==> config.mk <==
export PLATFORM = sky130hd
export DESIGN_NAME = mc_ctrl
export DESIGN_NICKNAME = d
export VERILOG_FILES = /design/src/rtl/mc_defs.sv /design/src/rtl/mc_ctrl_out.sv /design/src/rtl/mc_ctrl.sv
export SDC_FILE = /design/constraint.sdc
export NUM_CORES = 1
export LEC_CHECK = 0
export BUFFER_PORTS_ARGS = -buffer_cell sky130_fd_sc_hd__buf_4
export CORE_UTILIZATION = 40
export CTS_BUF_LIST = sky130_fd_sc_hd__clkbuf_2
export CTS_CLUSTER_DIAMETER = 50
export CTS_CLUSTER_SIZE = 12
export DETAILED_ROUTE_END_ITERATION = 7
export PLACE_DENSITY = 0.7
export SYNTH_ARGS = -nofsm -noshare
export SYNTH_HDL_FRONTEND = slang
export SYNTH_SLANG_ARGS = --single-unit
==> constraint.sdc <==
create_clock -name clk -period 3 [get_ports clk]
set_input_delay 0 -clock clk [delete_from_list [all_inputs] [get_ports clk]]
set_output_delay 0 -clock clk [all_outputs]
set_load 0.02 [all_outputs]
==> src/rtl/mc_defs.sv <==
// Shared definitions for the multi-cycle MIPS control unit: opcode/funct
// constants, ALU and next-PC select encodings, extender modes and the
// 4-bit FSM state encoding.
package mc_defs;

    localparam logic [5:0] OP_RTYPE = 6'h00;
    localparam logic [5:0] OP_ORI   = 6'h0D;
    localparam logic [5:0] OP_LW    = 6'h23;
    localparam logic [5:0] OP_SW    = 6'h2B;
    localparam logic [5:0] OP_BEQ   = 6'h04;
    localparam logic [5:0] OP_J     = 6'h02;

    localparam logic [5:0] FN_ADDU  = 6'h21;
    localparam logic [5:0] FN_SUBU  = 6'h23;

    localparam logic [1:0] ALU_ADD  = 2'b00;
    localparam logic [1:0] ALU_SUB  = 2'b01;
    localparam logic [1:0] ALU_OR   = 2'b10;

    localparam logic [1:0] NPC_PC4  = 2'b00;
    localparam logic [1:0] NPC_BR   = 2'b01;
    localparam logic [1:0] NPC_JMP  = 2'b10;

    localparam logic EXT_ZERO = 1'b0;
    localparam logic EXT_SIGN = 1'b1;

    typedef logic [3:0] state_t;

    localparam state_t S_RST     = 4'd0;
    localparam state_t S_FETCH   = 4'd1;
    localparam state_t S_DCD     = 4'd2;
    localparam state_t S_EXE_R   = 4'd3;
    localparam state_t S_WB_R    = 4'd4;
    localparam state_t S_EXE_I   = 4'd5;
    localparam state_t S_WB_I    = 4'd6;
    localparam state_t S_MEM_ADR = 4'd7;
    localparam state_t S_MEM_RD  = 4'd8;
    localparam state_t S_WB_LW   = 4'd9;
    localparam state_t S_MEM_WR  = 4'd10;
    localparam state_t S_BRANCH  = 4'd11;
    localparam state_t S_JUMP    = 4'd12;
    localparam state_t S_HALT    = 4'd13;

endpackage

==> src/rtl/mc_ctrl_out.sv <==
// Combinational state-to-control decoder.
// Ports: state/funct/zero/en in; datapath strobes, mux selects and the
// instrDone pulse out. Strobes are suppressed while en is low; selects
// keep their state-decoded values so the datapath stays quiet but stable.
import mc_defs::*;

module mc_ctrl_out #(
    parameter logic ZERO = 1'b0,
    parameter logic SIGN = 1'b1
) (
    input  state_t     state,
    input  logic [5:0] funct,
    input  logic       zero,
    input  logic       en,
    output logic       pcWr,
    output logic       irWr,
    output logic       regWr,
    output logic       memWr,
    output logic       extOp,
    output logic       aluSrc,
    output logic [1:0] aluOp,
    output logic       regDst,
    output logic       memToReg,
    output logic [1:0] npcOp,
    output logic       instrDone
);

    logic pc_raw, ir_raw, reg_raw, mem_raw, done_raw;

    always_comb begin
        pc_raw   = 1'b0;
        ir_raw   = 1'b0;
        reg_raw  = 1'b0;
        mem_raw  = 1'b0;
        done_raw = 1'b0;
        extOp    = 1'b0;
        aluSrc   = 1'b0;
        aluOp    = ALU_ADD;
        regDst   = 1'b0;
        memToReg = 1'b0;
        npcOp    = NPC_PC4;
        case (state)
            S_FETCH: begin
                pc_raw = 1'b1;
                ir_raw = 1'b1;
            end
            S_EXE_R: aluOp = (funct == FN_SUBU) ? ALU_SUB : ALU_ADD;
            S_WB_R: begin
                reg_raw  = 1'b1;
                regDst   = 1'b1;
                done_raw = 1'b1;
            end
            S_EXE_I: begin
                aluSrc = 1'b1;
                aluOp  = ALU_OR;
                extOp  = ZERO;
            end
            S_WB_I: begin
                reg_raw  = 1'b1;
                extOp    = ZERO;
                done_raw = 1'b1;
            end
            S_MEM_ADR: begin
                aluSrc = 1'b1;
                extOp  = SIGN;
            end
            S_WB_LW: begin
                reg_raw  = 1'b1;
                memToReg = 1'b1;
                done_raw = 1'b1;
            end
            S_MEM_WR: begin
                mem_raw  = 1'b1;
                done_raw = 1'b1;
            end
            S_BRANCH: begin
                aluOp    = ALU_SUB;
                extOp    = SIGN;
                npcOp    = NPC_BR;
                pc_raw   = zero;    // only the taken branch updates PC
                done_raw = 1'b1;
            end
            S_JUMP: begin
                npcOp    = NPC_JMP;
                pc_raw   = 1'b1;
                done_raw = 1'b1;
            end
            default: ;
        endcase
    end

    assign pcWr      = pc_raw   & en;
    assign irWr      = ir_raw   & en;
    assign regWr     = reg_raw  & en;
    assign memWr     = mem_raw  & en;
    assign instrDone = done_raw & en;

endmodule

==> src/rtl/mc_ctrl.sv <==
// Multi-cycle control FSM for a 7-instruction MIPS core
// (addu, subu, ori, lw, sw, beq, j).
// Ports: clk, rst_n (async, active low), en (advance enable), op/funct
// from IR, ALU zero flag in; datapath strobes and selects, instrDone,
// sticky illegal flag and retired-instruction counter out.
import mc_defs::*;

module mc_ctrl #(
    parameter int   CNT_W = 32,
    parameter logic ZERO  = 1'b0,
    parameter logic SIGN  = 1'b1
) (
    input  logic             clk,
    input  logic             rst_n,
    input  logic             en,
    input  logic [5:0]       op,
    input  logic [5:0]       funct,
    input  logic             zero,
    output logic             pcWr,
    output logic             irWr,
    output logic             regWr,
    output logic             memWr,
    output logic             extOp,
    output logic             aluSrc,
    output logic [1:0]       aluOp,
    output logic             regDst,
    output logic             memToReg,
    output logic [1:0]       npcOp,
    output logic             instrDone,
    output logic             illegal,
    output logic [CNT_W-1:0] retired
);

    state_t state;

    always_ff @(posedge clk or negedge rst_n) begin
        if (!rst_n) begin
            state   <= S_RST;
            retired <= '0;
            illegal <= 1'b0;
        end else if (en) begin
            // instrDone is already en-gated; counter wraps silently
            if (instrDone)
                retired <= retired + CNT_W'(1);
            case (state)
                S_RST:   state <= S_FETCH;
                S_FETCH: state <= S_DCD;
                S_DCD: begin
                    if (op == OP_RTYPE && (funct == FN_ADDU || funct == FN_SUBU))
                        state <= S_EXE_R;
                    else if (op == OP_ORI)
                        state <= S_EXE_I;
                    else if (op == OP_LW || op == OP_SW)
                        state <= S_MEM_ADR;
                    else if (op == OP_BEQ)
                        state <= S_BRANCH;
                    else if (op == OP_J)
                        state <= S_JUMP;
                    else begin
                        state   <= S_HALT;
                        illegal <= 1'b1;   // visible for the whole HALT stay
                    end
                end
                S_EXE_R:   state <= S_WB_R;
                S_WB_R:    state <= S_FETCH;
                S_EXE_I:   state <= S_WB_I;
                S_WB_I:    state <= S_FETCH;
                S_MEM_ADR: state <= (op == OP_SW) ? S_MEM_WR : S_MEM_RD;
                S_MEM_RD:  state <= S_WB_LW;
                S_WB_LW:   state <= S_FETCH;
                S_MEM_WR:  state <= S_FETCH;
                S_BRANCH:  state <= S_FETCH;
                S_JUMP:    state <= S_FETCH;
                S_HALT: begin
                    state   <= S_HALT;
                    illegal <= 1'b1;
                end
                default:   state <= S_RST;   // unused encodings recover
            endcase
        end
    end

    mc_ctrl_out #(
        .ZERO (ZERO),
        .SIGN (SIGN)
    ) u_out (
        .state     (state),
        .funct     (funct),
        .zero      (zero),
        .en        (en),
        .pcWr      (pcWr),
        .irWr      (irWr),
        .regWr     (regWr),
        .memWr     (memWr),
        .extOp     (extOp),
        .aluSrc    (aluSrc),
        .aluOp     (aluOp),
        .regDst    (regDst),
        .memToReg  (memToReg),
        .npcOp     (npcOp),
        .instrDone (instrDone)
    );

endmodule
## Word level (Yosys, flattened, before mapping)

Cells that the tools add are included.

- Register bits: 37
- Output and inout bits: 46
- Word-level logic and storage cells: 73

- $add $sub $neg: 1
- Equality and inequality tests: 25
- Multiplexer cells: 25
- Bitwise logic cells: 5
- Reductions and logical operators: 14

Operators with widths:

| kind | count |
|---|---|
| adder 32 x 1 -> 32 bit, second input constant | 1 |
| one-hot mux 4 bit (8 select lines) | 1 |
| == test 4 bit, second input constant | 6 |
| == test 6 bit, second input constant | 4 |
| == test 4 x 3 -> 1 bit, second input constant | 4 |
| 2-to-1 mux 1 bit | 15 |
| 2-to-1 mux 4 bit | 3 |
| != test 2 bit, second input constant | 5 |
| == test 4 x 2 -> 1 bit, second input constant | 2 |
| AND reduction 7 bit | 1 |
| OR reduction 7 bit | 1 |
| == test 6 x 2 -> 1 bit, second input constant | 1 |
| == test 6 x 3 -> 1 bit, second input constant | 1 |
| == test 6 x 4 -> 1 bit, second input constant | 1 |
| zero test 6 bit | 1 |
| one-hot mux 2 bit (3 select lines) | 1 |
| OR reduction 2 bit | 3 |
| OR reduction 6 bit | 1 |
| AND 1 bit | 5 |
| == test 4 x 1 -> 1 bit, second input constant | 1 |
| zero test 4 bit | 1 |
| one-hot mux 1 bit (2 select lines) | 2 |
| one-hot mux 2 bit (2 select lines) | 1 |
| 2-to-1 mux 3 bit | 1 |
| other kinds (6) | 7 |

## Depth between registers and ports, before layout

- Depth in word-level cells: 7
- Mapped depth: 6
- Mapped depth without buffers: 6

## By module

Synthesis repeated with hierarchy kept, for this count alone.

- Cell total of the unflattened synthesis: 206
- Area, all modules: 2033.2 um^2

Modules (own cells, without submodules):

| module | instances | cells each | area an instance (um^2) |
|---|---|---|---|
| mc_ctrl | 1 | 177 | 1861.8 |
| mc_ctrl_out | 1 | 29 | 171.4 |

## Worst setup path before layout

OpenSTA, ideal clock, no wires.

- Kind: flip-flop to flip-flop
- From: reg retired[3]
- To: reg retired[31]
- Arrival: 1.694 ns
- Required time: 2.921 ns
- Setup slack: 1.226 ns
- Cell stages (with the launch flop): 6
- Path buffers: 0
- Clock period less this slack: 1.774 ns
- Cells stage by stage: dfrtp_1 > nand4_1 > or2_1 > nor4b_4 > nor3b_2 > xor2_1

- Longest elaborated chain between the ends: 1

RTL lines:

| element | line | source |
|---|---|---|
| start: declaration | mc_ctrl.sv:31 | `output logic [CNT_W-1:0] retired` |
| start signal: assignment | mc_ctrl.sv:44 | `retired <= retired + CNT_W'(1);` |
| adder 32 x 1 -> 32 bit | mc_ctrl.sv:44 |  |

Every way passes these cells.
A chain may end at the register's enable or synchronous reset.

## Worst setup path in the final report

- From: reg state[2]
- To: reg retired[31]

- Longest elaborated chain between the ends: 5
- Elaborated cells on any way between the ends: 10
- Those cells by class: eq/ne: 6; mux: 1; bitwise: 1; reduce/logical: 2

RTL lines:

| element | line | source |
|---|---|---|
| start: declaration | mc_ctrl.sv:34 | `state_t state;` |
| start signal: assignment | mc_ctrl.sv:68 | `S_MEM_ADR: state <= (op == OP_SW) ? S_MEM_WR : S_MEM_RD;` |
| == test 4 x 3 -> 1 bit / == test 4 bit (equally long branches) | mc_ctrl_out.sv:42 | `case (state)` |
| OR reduction 6 bit (no line) * | -- |  |
| 2-to-1 mux 1 bit * | mc_ctrl_out.sv:42 |  |
| AND 1 bit * | mc_ctrl_out.sv:96 | `assign instrDone = done_raw & en;` |
| AND reduction 2 bit (no line) * | -- |  |

Every way passes the cells marked *; elsewhere a longest branch is shown, timed or not.

==> out/summary.txt <==
Max-slew headroom: 62.7%
Hold path depth: 4
Synth cell types: 41
Hold WC Path Type: primary input to register
Worst-Margin Slew: 555 ps
Detailed Place HPWL: 3.23 mm
Clk root buf: clkbuf_2
DR vias/cell: 5.08
Count leader, synth: dfrtp_1
Clk_skew: 16.2 ps
Outcome: finished, final reports clean
Slowest Stage Delay on Critical Path: 570 ps
Die X: 72.1 microns
H-Tree Level Count: 2
Final ANT Viol Nets: 0
PortBufs: 61
Layout area overhead: 30.3%
Largest net degree at the start of global routing: 38
Yosys warning count: 0
Placer Congestion: 0.810
Vias in the first global route: 1,565
# IOs: 62
Nets: 290
Post-synthesis sequential area ratio: 47.1%
Met2 usage: 29.8%
Reg clk slew, reported paths: 200 ps
Post-synth top area cell: dfrtp_1
Tcrit/Tclk final: 68.0%
Area of the core: 4720 sq um
Number of synthesized flops with an enable pin: 0
Num Clock Sinks: 37
Cell Rows: 25
Synthesized area: 1960 sq um
Biggest fanout along the worst timing path: 14
All-Layer GR Usage: 17.5%
Total congestion overflow: 0
Crit path required time: 3320 ps
Mapped Avg Cell Area: 9.49 sq um
Hold Path End: state[1]
Reg2Reg Setup Slack: 960 ps
Vias: 1,732
Seq cells post-synth: 37
Met3 Usage GRT: 4.31%
Final hold vios: 0
Critical Path Slowest Stage Cell: dfrtp_1
Met1 usage in global routing: 21.6%
Share of layout cells above drive strength 1: 28.1%
Worst Setup SP: state[2]
Crit. End Element: register
First-pass GRT wire length: 7.06 mm
First DRT Iteration DRCs: 55
Post-synth ARST share: 100%
Busiest metal layer after global routing: met2
Clock Path Buffers: 2
Die Area: 5200 sq um
FF-to-FF Start: state[2]
Post-CTS Setup Repair Bufs: 0
Leak pwr: 1.24 nW
Yosys top cell area share: 47.1%
# fillers: 452
Initial Util: 41.6%
Synth Instances: 207
Synth top cells by count: dfrtp_1, nand2_1, nor2_1, xnor2_1, nand3_1
Pwr/cell area: 566 nW/um^2
Initial antenna violation count: 0
Post-Route WL: 4.31 mm
Ant. Diodes: 0
Setup violators final: 0
DR DRC count: 0
Die Y: 72.1 microns
Crit path kind: register to register
Worst vdd ir: 0.262 mV
FF-to-FF path depth: 5
Max-slew violations: 0
Setup_tns: 0 ps
Clk_lat worst skew: 390 ps
Routed len/inst: 12.6 microns
Critical Path Source Type: register
Max-Cap Viols: 0
Total power draw: 0.00145 W
Max Fclk: 0.490 GHz
Synth Net Count: 224
Post-layout min period: 2040 ps
Top cells by area, synth: dfrtp_1, xnor2_1, xor2_1
Data arrival time of the worst path: 2360 ps
RSZ-0062 raised after global routing: no
Ys flop type: dfrtp_1
Num CTS Buffers: 5
Crit-path cells: nand2b_2 -> a2bb2oi_2 -> nor4b_4 -> nor3b_2 -> xor2_1
R2R Path End: retired[31]
HP Start: op[3]
Router iterations before antenna repair: 5
CTS tree: built
[worst max path at each step]
| stage | endpoint | slack (ps) | cells after the start |
|---|---|---|---|
| final | retired[31] | 960 | 5 |
| after global routing | retired[15] | 800 | 5 |
| after CTS | retired[31] | 940 | 5 |
| after detailed placement | retired[31] | 990 | 5 |
| after global placement | retired[31] | 1090 | 5 |
| after floorplan | retired[31] | 1230 | 5 |
[metal layers]
metal / routed length [microns] / vias up / share of wire, %
li1: - / 855 / -
met1: 1920 / 827 / 45
met2: 2130 / 43 / 49
met3: 178 / 7 / 4.1
met4: 75 / 0 / 1.7
met5: 0 / - / 0
[repair_timing]
action | 4_1_cts | 5_1_grt
resized for setup | 0 | 0
endpoints found under the hold margin | 43 | 0
hold buffers | 3 | 0
[registers in the layout, indices dropped and copies added, names as in the netlist]
name	count
illegal	1
retired	32
state	4
[placed cells by master, fill, tap and decap left out, drive strengths merged, types with 2 or more instances in the layout]
master,instances
nand2,22
nor2,21
clkinv,2
nor4,2
and2,2
clkbuf,5
nand4,7
o21ai,6
nor4b,2
xnor2,20
nor3,11
nand2b,3
o22ai,2
o31ai,2
dfrtp,37
dlygate4sd3,3
buf,61
xor2,11
nand3,17
and3,6
inv,8
a21oi,6
[where the power goes]
group          switching (W)  internal (W)
Sequential          0.000127      0.000558
Clock               0.000170     0.0000543
Combinational       0.000308      0.000231
Total               0.000604      0.000843
[worst max-delay path, delay by kind of cell, from the launching register on]
family / cells / cell delay, ps
flip-flops: 1 / 570
AO/OA/AOI/OAI: 1 / 190
AND/OR/NAND/NOR: 3 / 1040
XOR/XNOR: 1 / 170
[through the flow]
step	hold WS (ps)	instances	utilization [%]	cell area [sq um]	worst slack, ps
detailed placement	-12.5	330	52.6	2490	993
floorplan	-296	207	-	1960	1230
CTS	18.5	341	54.2	2560	938
global placement	-16.1	330	52.6	2490	1090
finish	39.6	341	54.2	2560	961
global route	10.3	341	54.2	2560	803
[final cells by class]
class                      count  area [sq um]  share of cell area [%]
inverter                       8          30.0                    1.17
clock inverter                 3          17.5                   0.685
tap                           67          83.8                    3.28
timing repair buffer          64           488                    19.1
sequential                    37           926                    36.2
multi-input combinational    157           988                    38.6
clock buffer                   5          25.0                   0.978
[cells by family (layout without fill, tap and decap cells)]
group           count (synthesis)  count (layout)  synth area share [%]
simple gates                   98              98                  26.4
fa+ha+maj                       1               1                 0.637
buf+inv                        13              80                  2.55
compound gates                 26              26                  8.92
flops                          37              37                  47.1
xor+xnor                       31              31                  13.8
mux                             1               1                 0.573
No activity file was read; power rests on OpenSTA's default activity.
